$ cat config.mk
export PLATFORM = sky130hd
export DESIGN_NAME = branch_predictor
export DESIGN_NICKNAME = d
export VERILOG_FILES = /design/src/rtl/bp_pkg.sv /design/src/rtl/bp_sat_counter.sv /design/src/rtl/branch_predictor.sv
export SDC_FILE = /design/constraint.sdc
export NUM_CORES = 2
export LEC_CHECK = 0
export BUFFER_PORTS_ARGS = -buffer_cell sky130_fd_sc_hd__buf_2
export CAP_MARGIN = 10
export CORE_ASPECT_RATIO = 1.5
export CORE_MARGIN = 4
export CORE_UTILIZATION = 60
export CTS_CLUSTER_DIAMETER = 150
export DETAILED_ROUTE_END_ITERATION = 10
export HOLD_SLACK_MARGIN = 0.02
export MAX_ROUTING_LAYER = met4
export PLACE_DENSITY = 0.77
export REMOVE_ABC_BUFFERS = 1
export SLEW_MARGIN = 20
export SYNTH_ARGS = -nofsm -noshare
export SYNTH_HDL_FRONTEND = slang
export SYNTH_SLANG_ARGS = --single-unit
$ cat constraint.sdc
create_clock -name clk -period 10.57 [get_ports clk]
set_input_delay 2.114 -clock clk [delete_from_list [all_inputs] [get_ports clk]]
set_output_delay 2.114 -clock clk [all_outputs]
set_load 0.1 [all_outputs]
$ cat src/rtl/bp_pkg.sv
// Branch predictor shared definitions.
// Contents: the 2-bit saturating counter encoding and default sizing constants.
package bp_pkg;

  localparam int BP_XLEN    = 32;
  localparam int BP_ENTRIES = 64;

  // Bit 1 of the counter is the taken prediction.
  typedef enum logic [1:0] {
    SNT = 2'b00,
    WNT = 2'b01,
    WT  = 2'b10,
    ST  = 2'b11
  } bp_cnt_e;

endpackage

$ cat src/rtl/bp_sat_counter.sv
// Next-state logic for a 2-bit saturating branch counter.
// Ports:
//   state_i  current counter state
//   taken_i  resolved outcome (1 = taken)
//   next_o   next counter state, clamped at ST and SNT
module bp_sat_counter
  import bp_pkg::*;
(
  input  bp_cnt_e state_i,
  input  logic    taken_i,
  output bp_cnt_e next_o
);

  always_comb begin
    next_o = state_i;
    if (taken_i) begin
      if (state_i != ST) next_o = bp_cnt_e'(state_i + 2'd1);
    end else begin
      if (state_i != SNT) next_o = bp_cnt_e'(state_i - 2'd1);
    end
  end

endmodule

$ cat src/rtl/branch_predictor.sv
// Direct-mapped branch target buffer with 2-bit direction counters.
// Fetch-side lookup is combinational. Execute-side updates are written at the
// clock edge, so a lookup that hits the same entry in the same cycle sees the
// old contents.
// Optional feature: define BP_STATS_EN to enable the UpdateCnt/MissCnt
// statistics counters. Without it, both outputs are tied to 0.
// Ports:
//   clk, rst            clock, synchronous active-high reset
//   PCF                 fetch PC to look up
//   PredTakenF          predicted taken for PCF
//   PredTargetF         predicted target for PCF (0 on miss)
//   UpdateE             branch/jump resolved in Execute this cycle
//   PCE, TakenE         resolved PC and actual outcome
//   PCTargetE           actual target
//   PredTakenE          prediction that was made for PCE in Fetch
//   UpdateCnt, MissCnt  saturating update / mispredict counts
module branch_predictor
  import bp_pkg::*;
#(
  parameter int XLEN    = BP_XLEN,
  parameter int ENTRIES = BP_ENTRIES
) (
  input  logic            clk,
  input  logic            rst,
  input  logic [XLEN-1:0] PCF,
  output logic            PredTakenF,
  output logic [XLEN-1:0] PredTargetF,
  input  logic            UpdateE,
  input  logic [XLEN-1:0] PCE,
  input  logic            TakenE,
  input  logic [XLEN-1:0] PCTargetE,
  input  logic            PredTakenE,
  output logic [31:0]     UpdateCnt,
  output logic [31:0]     MissCnt
);

  localparam int IDX_W = $clog2(ENTRIES);
  localparam int TAG_W = XLEN - IDX_W - 2;

  logic                valid_q  [ENTRIES];
  logic [TAG_W-1:0]    tag_q    [ENTRIES];
  logic [XLEN-1:0]     target_q [ENTRIES];
  bp_cnt_e             cnt_q    [ENTRIES];

  // Fetch lookup
  logic [IDX_W-1:0] idx_f;
  logic [TAG_W-1:0] tag_f;
  logic             hit_f;

  assign idx_f = PCF[IDX_W+1:2];
  assign tag_f = PCF[XLEN-1:IDX_W+2];
  // Gating with rst keeps outputs quiet while the table is being cleared.
  assign hit_f = !rst && valid_q[idx_f] && (tag_q[idx_f] == tag_f);

  assign PredTakenF  = hit_f && cnt_q[idx_f][1];
  assign PredTargetF = hit_f ? target_q[idx_f] : '0;

  // Execute update
  logic [IDX_W-1:0] idx_e;
  logic [TAG_W-1:0] tag_e;
  logic             hit_e;
  bp_cnt_e          cnt_next;
  bp_cnt_e          cnt_d;

  assign idx_e = PCE[IDX_W+1:2];
  assign tag_e = PCE[XLEN-1:IDX_W+2];
  assign hit_e = valid_q[idx_e] && (tag_q[idx_e] == tag_e);

  bp_sat_counter u_sat (
    .state_i (cnt_q[idx_e]),
    .taken_i (TakenE),
    .next_o  (cnt_next)
  );

  // A fresh allocation starts weak in the observed direction.
  assign cnt_d = hit_e ? cnt_next : (TakenE ? WT : WNT);

  always_ff @(posedge clk) begin
    if (rst) begin
      for (int i = 0; i < ENTRIES; i++) begin
        valid_q[i] <= 1'b0;
        cnt_q[i]   <= WNT;
      end
    end else if (UpdateE) begin
      valid_q[idx_e] <= 1'b1;
      cnt_q[idx_e]   <= cnt_d;
    end
  end

  // Tag and target need no reset: valid_q qualifies every read.
  always_ff @(posedge clk) begin
    if (!rst && UpdateE) begin
      tag_q[idx_e] <= tag_e;
      // A not-taken hit keeps its learned target; a not-taken allocation clears it.
      if (TakenE)      target_q[idx_e] <= PCTargetE;
      else if (!hit_e) target_q[idx_e] <= '0;
    end
  end

`ifdef BP_STATS_EN
  logic [31:0] upd_cnt_q, miss_cnt_q;

  always_ff @(posedge clk) begin
    if (rst) begin
      upd_cnt_q  <= '0;
      miss_cnt_q <= '0;
    end else if (UpdateE) begin
      if (upd_cnt_q != '1) upd_cnt_q <= upd_cnt_q + 32'd1;
      if ((PredTakenE != TakenE) && (miss_cnt_q != '1)) miss_cnt_q <= miss_cnt_q + 32'd1;
    end
  end

  assign UpdateCnt = upd_cnt_q;
  assign MissCnt   = miss_cnt_q;

  logic unused_pc;
  assign unused_pc = ^{PCF[1:0], PCE[1:0]};
`else
  assign UpdateCnt = '0;
  assign MissCnt   = '0;

  logic unused_pc;
  assign unused_pc = ^{PCF[1:0], PCE[1:0], PredTakenE};
`endif

endmodule

# ---- Word level (Yosys, flattened, before mapping)
# Memory sizes are Yosys's and may differ from the RTL's.
# Index checks and enable logic that the tools add are counted.
dict set report totals {
  regBits 0
  latchBits 0
  ram_bits 3776
  romBits 0
  out_inout_bits 97
  wordCells 46
  mem_count 4
}
dict set report classes {
  add_sub_neg 2
  mul 0
  div 0
  order_cmp 0
  eq_ne 3
  shifts 0
  n_mux 27
  bitwise 1
  reduce_logical 9
}
# name depth width read_ports rd_ports_with_merged_regs wr line
set mem_list {}
lappend mem_list {target_q 64 32 1 0 1 branch_predictor.sv:42} ;# logic [XLEN-1:0] target_q [ENTRIES];
lappend mem_list {tag_q 64 24 2 0 1 branch_predictor.sv:41} ;# logic [TAG_W-1:0] tag_q [ENTRIES];
lappend mem_list {cnt_q 64 2 2 0 64 branch_predictor.sv:43} ;# bp_cnt_e cnt_q [ENTRIES];
lappend mem_list {valid_q 64 1 2 0 64 branch_predictor.sv:40} ;# logic valid_q [ENTRIES];
# op n
set ops {}
lappend ops {{32-bit 2-to-1 mux} 2}
lappend ops {{24-bit == test} 2}
lappend ops {{1-bit 2-to-1 mux} 17}
lappend ops {{2-bit 2-to-1 mux} 6}
lappend ops {{6-bit 2-to-1 mux} 2}
lappend ops {{1-bit logical AND} 5}
lappend ops {{2-bit by 1-bit adder with 2-bit output (second input constant)} 1}
lappend ops {{2-bit != test (second input constant)} 1}
lappend ops {{2-bit nonzero test} 1}
lappend ops {{2-bit OR reduction} 1}
lappend ops {{2-bit by 1-bit subtractor with 2-bit output (second input constant)} 1}
lappend ops {{1-bit zero test} 1}
lappend ops {{1-bit OR} 1}
lappend ops {{1-bit OR reduction} 1}

# ---- Longest topological paths before layout
# An unclocked memory read counts as a cell.
dict set report depth {
  ltp_word 8
  depth_mapped 19
}

# ---- Cells and area by module
# From an unflattened synthesis, not the netlist that was laid out.
dict set report unflattened {
  hier_cells 7963
  area_unflattened_um2 160631.6
}
# mod instances cells_per_inst area_each_um2 seq_area_each_um2
set by_module_without_submodules {}
lappend by_module_without_submodules {branch_predictor 1 7960 160605.3 112748.1}
lappend by_module_without_submodules {bp_sat_counter 1 3 26.3 0.0}

# ---- Least setup slack after synthesis
# No wires, ideal clock.
dict set report synth_timing {
  path_type {input -> output}
  start {input PCF[2]}
  end {output PredTakenF}
  arrival_time_ps 7737
  slack_ps 719
  cell_stages 11
  path_cell_list {buf_2 > buf_1 > buf_1 > mux4_2 > mux4_2 > mux4_2 > xor2_1 > nor4_1 > nand4_1 > clkbuf_1 > a211oi_1}
}
dict set report synth_via {
  elab_chain_cells 4
  word_cells_on_any_way 7
  cone_classes {eq/ne (1); reduce/logical (3); memory (3)}
}
# element line
set synth_lines {}
lappend synth_lines {{from (decl)} branch_predictor.sv:25} ;# input logic [XLEN-1:0] PCF,
lappend synth_lines {{memory read 64 x 24 bit / memory read 64 x 1 bit (equally long branches)} -}
lappend synth_lines {{24-bit == test / 1-bit logical AND (equally long branches)} branch_predictor.sv:53} ;# assign hit_f = !rst && valid_q[idx_f] && (tag_q[idx_f] == tag_f);
lappend synth_lines {{1-bit logical AND} branch_predictor.sv:53}
lappend synth_lines {{1-bit logical AND *} branch_predictor.sv:55} ;# assign PredTakenF = hit_f && cnt_q[idx_f][1];
lappend synth_lines {{to (decl)} branch_predictor.sv:26} ;# output logic PredTakenF,
# Every way passes the cells marked *; elsewhere a longest branch is shown, timed or not.

# ---- Final worst setup path
dict set report layout_timing {
  start {input PCF[2]}
  end {output PredTargetF[10]}
}
dict set report layout_via {
  elab_chain_cells 4
  word_cells_on_any_way 7
  cone_classes {eq/ne (1); mux (1); reduce/logical (2); memory (3)}
}
# element line
set layout_lines {}
lappend layout_lines {{memory read 64 x 24 bit / memory read 64 x 1 bit (equally long branches)} -}
lappend layout_lines {{24-bit == test / 1-bit logical AND (equally long branches)} branch_predictor.sv:53}
lappend layout_lines {{1-bit logical AND} branch_predictor.sv:53}
lappend layout_lines {{32-bit 2-to-1 mux *} branch_predictor.sv:56} ;# assign PredTargetF = hit_f ? target_q[idx_f] : '0;
lappend layout_lines {{to (decl)} branch_predictor.sv:27} ;# output logic [XLEN-1:0] PredTargetF,
# Marks and branches as above.

==> results by group <==
Floorplan
  • Die W: 429.9 µm
  • Die footprint: 275500 µm²
  • Starting Density: 60.26%
  • Die Y: around 640 µm
  • Core Area: 265900 µm²
  • Num ports: between 150 and 200
  • Site Rows: 232

Detailed routing
  • Post-DR vias/cell: 7.838
  • Post-DRT Antenna Nets: 0
  • DR WL/cell: 44.80 µm
  • Final WL: around 530 mm
  • First drt pass iteration count: 10
  • Residual DRC: 0
  • 1st-iter DRT viols: 18140
  • Routed via count: slightly above 90000

Logic synthesis
  • Synth Flop Type: edfxtp_1
  • Cell with the most instances after synthesis: edfxtp_1
  • Cell count after synthesis: slightly below 8000
  • Register area share after synthesis: 70.37%
  • Post-synthesis cell type count: slightly below 80
  • Synth warn: 0
  • Number of synthesized flops with an enable pin: 3712
  • Seq cells post-synth: approximately 3800
  • Synthesized cell area: about 160000 µm²
  • Area share of the largest cell type after synthesis: 69.57%
  • Most instantiated cells after synthesis: edfxtp_1 (3712), mux4_2 (1378), mux2i_1 (274)
  • Area leader, netlist: edfxtp_1
  • Fraction of registers with async set/reset: 0%
  • Top cells by area, synth: edfxtp_1 (70%), mux4_2 (19%), mux2i_1 (1.7%)
  • Synthesized area per cell: 20.78 µm²

Critical path
  • CP Buf/Inv Count: 6
  • Crit path from: PCF[2]
  • Most used cell, CP: buf_12
  • Critical Path, Cell by Cell: buf_12, buf_12, buf_4, mux4_2, mux4_2, mux4_2, xnor2_1, buf_4, nand4_1, nor3_1, nand4_1, buf_12, a211oi_1, buf_12
  • RR Startpoint: tag_q[27][6]$_DFFE_PP_
  • Worst endpoint required time: ~8500 ps
  • Slowest cell on crit path: nor3_1
  • Crit-path max FO: 59
  • CP Class: input pin to output port
  • CP Launch Type: input pin
  • Crit path largest cell delay: 700 ps
  • Worst EP arrival: slightly below 8000 ps
  • Cell family with most CP delay: buffers and inverters
  • Worst setup EP type: output port

Placement
  • GPL Wtd Cong: 0.9483
  • Final HPWL DP: between 200 and 300 mm
  • Dpl cell area: 166800 µm²
  • I/O Buffers: approximately 130

Global route
  • Vias in the first global route: 92230
  • All-Layer GR Usage: 39.73%
  • GR met3 Demand/Resource: ~10%
  • GRT busiest layer: met2
  • Met2 Use GR: around 59%
  • Grt ovf: 0
  • Global-route wire length before repair: 729.3 mm
  • Pin count of the biggest net entering global routing: 100
  • Met1 Use GR: 45.63%
  • Initial antenna violation count: 36

Clocking
  • Post-CTS setup buffer count: 0
  • Hold_buf cts: 0
  • CTS clk-pin slew, worst paths: 60 ps
  • Num CTS Buffers: 344
  • Total number of clock tree sinks: 3776
  • Root Driver: clkbuf_16
  • Post-CTS Resized: 0
  • Worst-Skew Late Latency: 930 ps
  • CTS tree: built
  • CTS max path bufs: 4
  • H-tree levels: 5

Min path
  • Hold_sp: valid_q[54]$_DFF_P_
  • Worst Hold Class: flip-flop to flip-flop

Layout
  • Fillers: around 16000
  • Register area: 112700 µm²
  • Share of cells above drive strength 1: 32.28%
  • Finished Cell Area: 178200 µm²
  • Fin util: 67.03%
  • Multi-input logic area: 44840 µm²
  • Area grow syn2layout: 11.24%
  • Nets: 8087

STA
  • Worst-Margin Slew: 1270 ps
  • Fin. Hold Viols: 0
  • Max-slew headroom: 15.21%
  • Crit path time final: 10000 ps
  • Final setup fails: 0
  • Final period util: 94.64%
  • Fin. max-slew vios: 0
  • RSZ-0062 raised after global routing: no
  • Fmax achieved: 99.96 MHz
  • TNS Setup: 0 ps
  • Skew final: 49.28 ps

Job
  • Max-cap violations: 0

Pwr
  • Max VDD drop: around 0.00016 V
  • Pleak: about 56 nW
  • Pwr dens: approximately 180 nW/µm²

Outcome
  • Status: finished clean
[metal layers]
| layer | wire length, µm | vias up |
|---|---|---|
| li1 | - | 33410 |
| met1 | 154700 | 47080 |
| met3 | 71710 | 2553 |
| met4 | 54180 | 0 |
| met5 | 0 | - |
| met2 | 248800 | 9565 |
[metrics by stage]
stage	power, mW	instances	hold slack (ps)	setup WS (ps)
floorplan	17.99	7147	447.2	1203
global placement	18.97	11150	466.5	875.9
detailed placement	19.02	11150	473.3	835.0
CTS	31.48	11770	486.2	773.0
global route	32.29	11810	508.4	667.3
finish	31.56	11820	487.9	566.4
[sequential cells by signal, summed over array words and instances, names as in the netlist]
register	count
valid_q	64
target_q	2048
tag_q	1536
cnt_q	128
[layout make-up]
class,instances,share of cell area (%)
Clock inverter,206,1.134
Inverter,134,0.2843
Clock buffer,415,5.157
Sequential cell,3776,63.26
Tap cell,3510,2.464
Antenna cell,44,0.06178
Timing Repair Buffer,493,2.474
Multi-Input combinational cell,3237,25.16
[logic make-up (layout without fill, tap and decap cells)]
group,Yosys count,count (layout),share of synthesized area (%)
buffers and inverters,761,1248,2.226
AOI/OAI and AO/OA,819,819,3.592
DFF,3776,3776,70.37
other,1,108,0.002341
and+or+nand+nor,573,573,1.880
xor gates and xnor gates,40,40,0.2187
muxes,1741,1741,21.71
[power by group]
group,internal (mW),switching (mW),total (mW)
sequential,16.5,0.0337,16.6
combinational,0.821,1.40,2.22
clock,7.14,5.62,12.8
[final timing paths]
path         depth (start not counted)  slack (ps)                    endpoint
min                                  2         490         valid_q[54]$_DFF_P_
max reg2reg                         12        4570  target_q[56][20]$_DFFE_PP_
max                                 14         570             PredTargetF[10]
min reg2reg                          2         490         valid_q[54]$_DFF_P_
[cells in the final DEF, fill, tap and decap left out, types with 68 or more instances in the layout]
cell type	n
edfxtp_1	3712
mux4_2	1378
clkbuf_16	357
buf_4	329
mux2i_1	274
o21ai_0	165
nand2_1	142
a22oi_1	136
a221oi_1	98
buf_2	86
a31oi_1	85
mux2_2	83
nand2b_1	79
clkinv_2	72
buf_12	69
nor2_4	68
[worst register-to-register path, stage by stage, from the launching register on]
cell,delay [ps]
edfxtp_1,380
mux2_2,280
a221oi_1,280
o22ai_1,160
a2111o_1,500
nor4_4,510
buf_6,260
o211ai_1,190
nor4_2,790
nand4_4,380
o21ai_4,230
buf_4,610
and2_2,1000
Power figures use the tool's default switching activity.
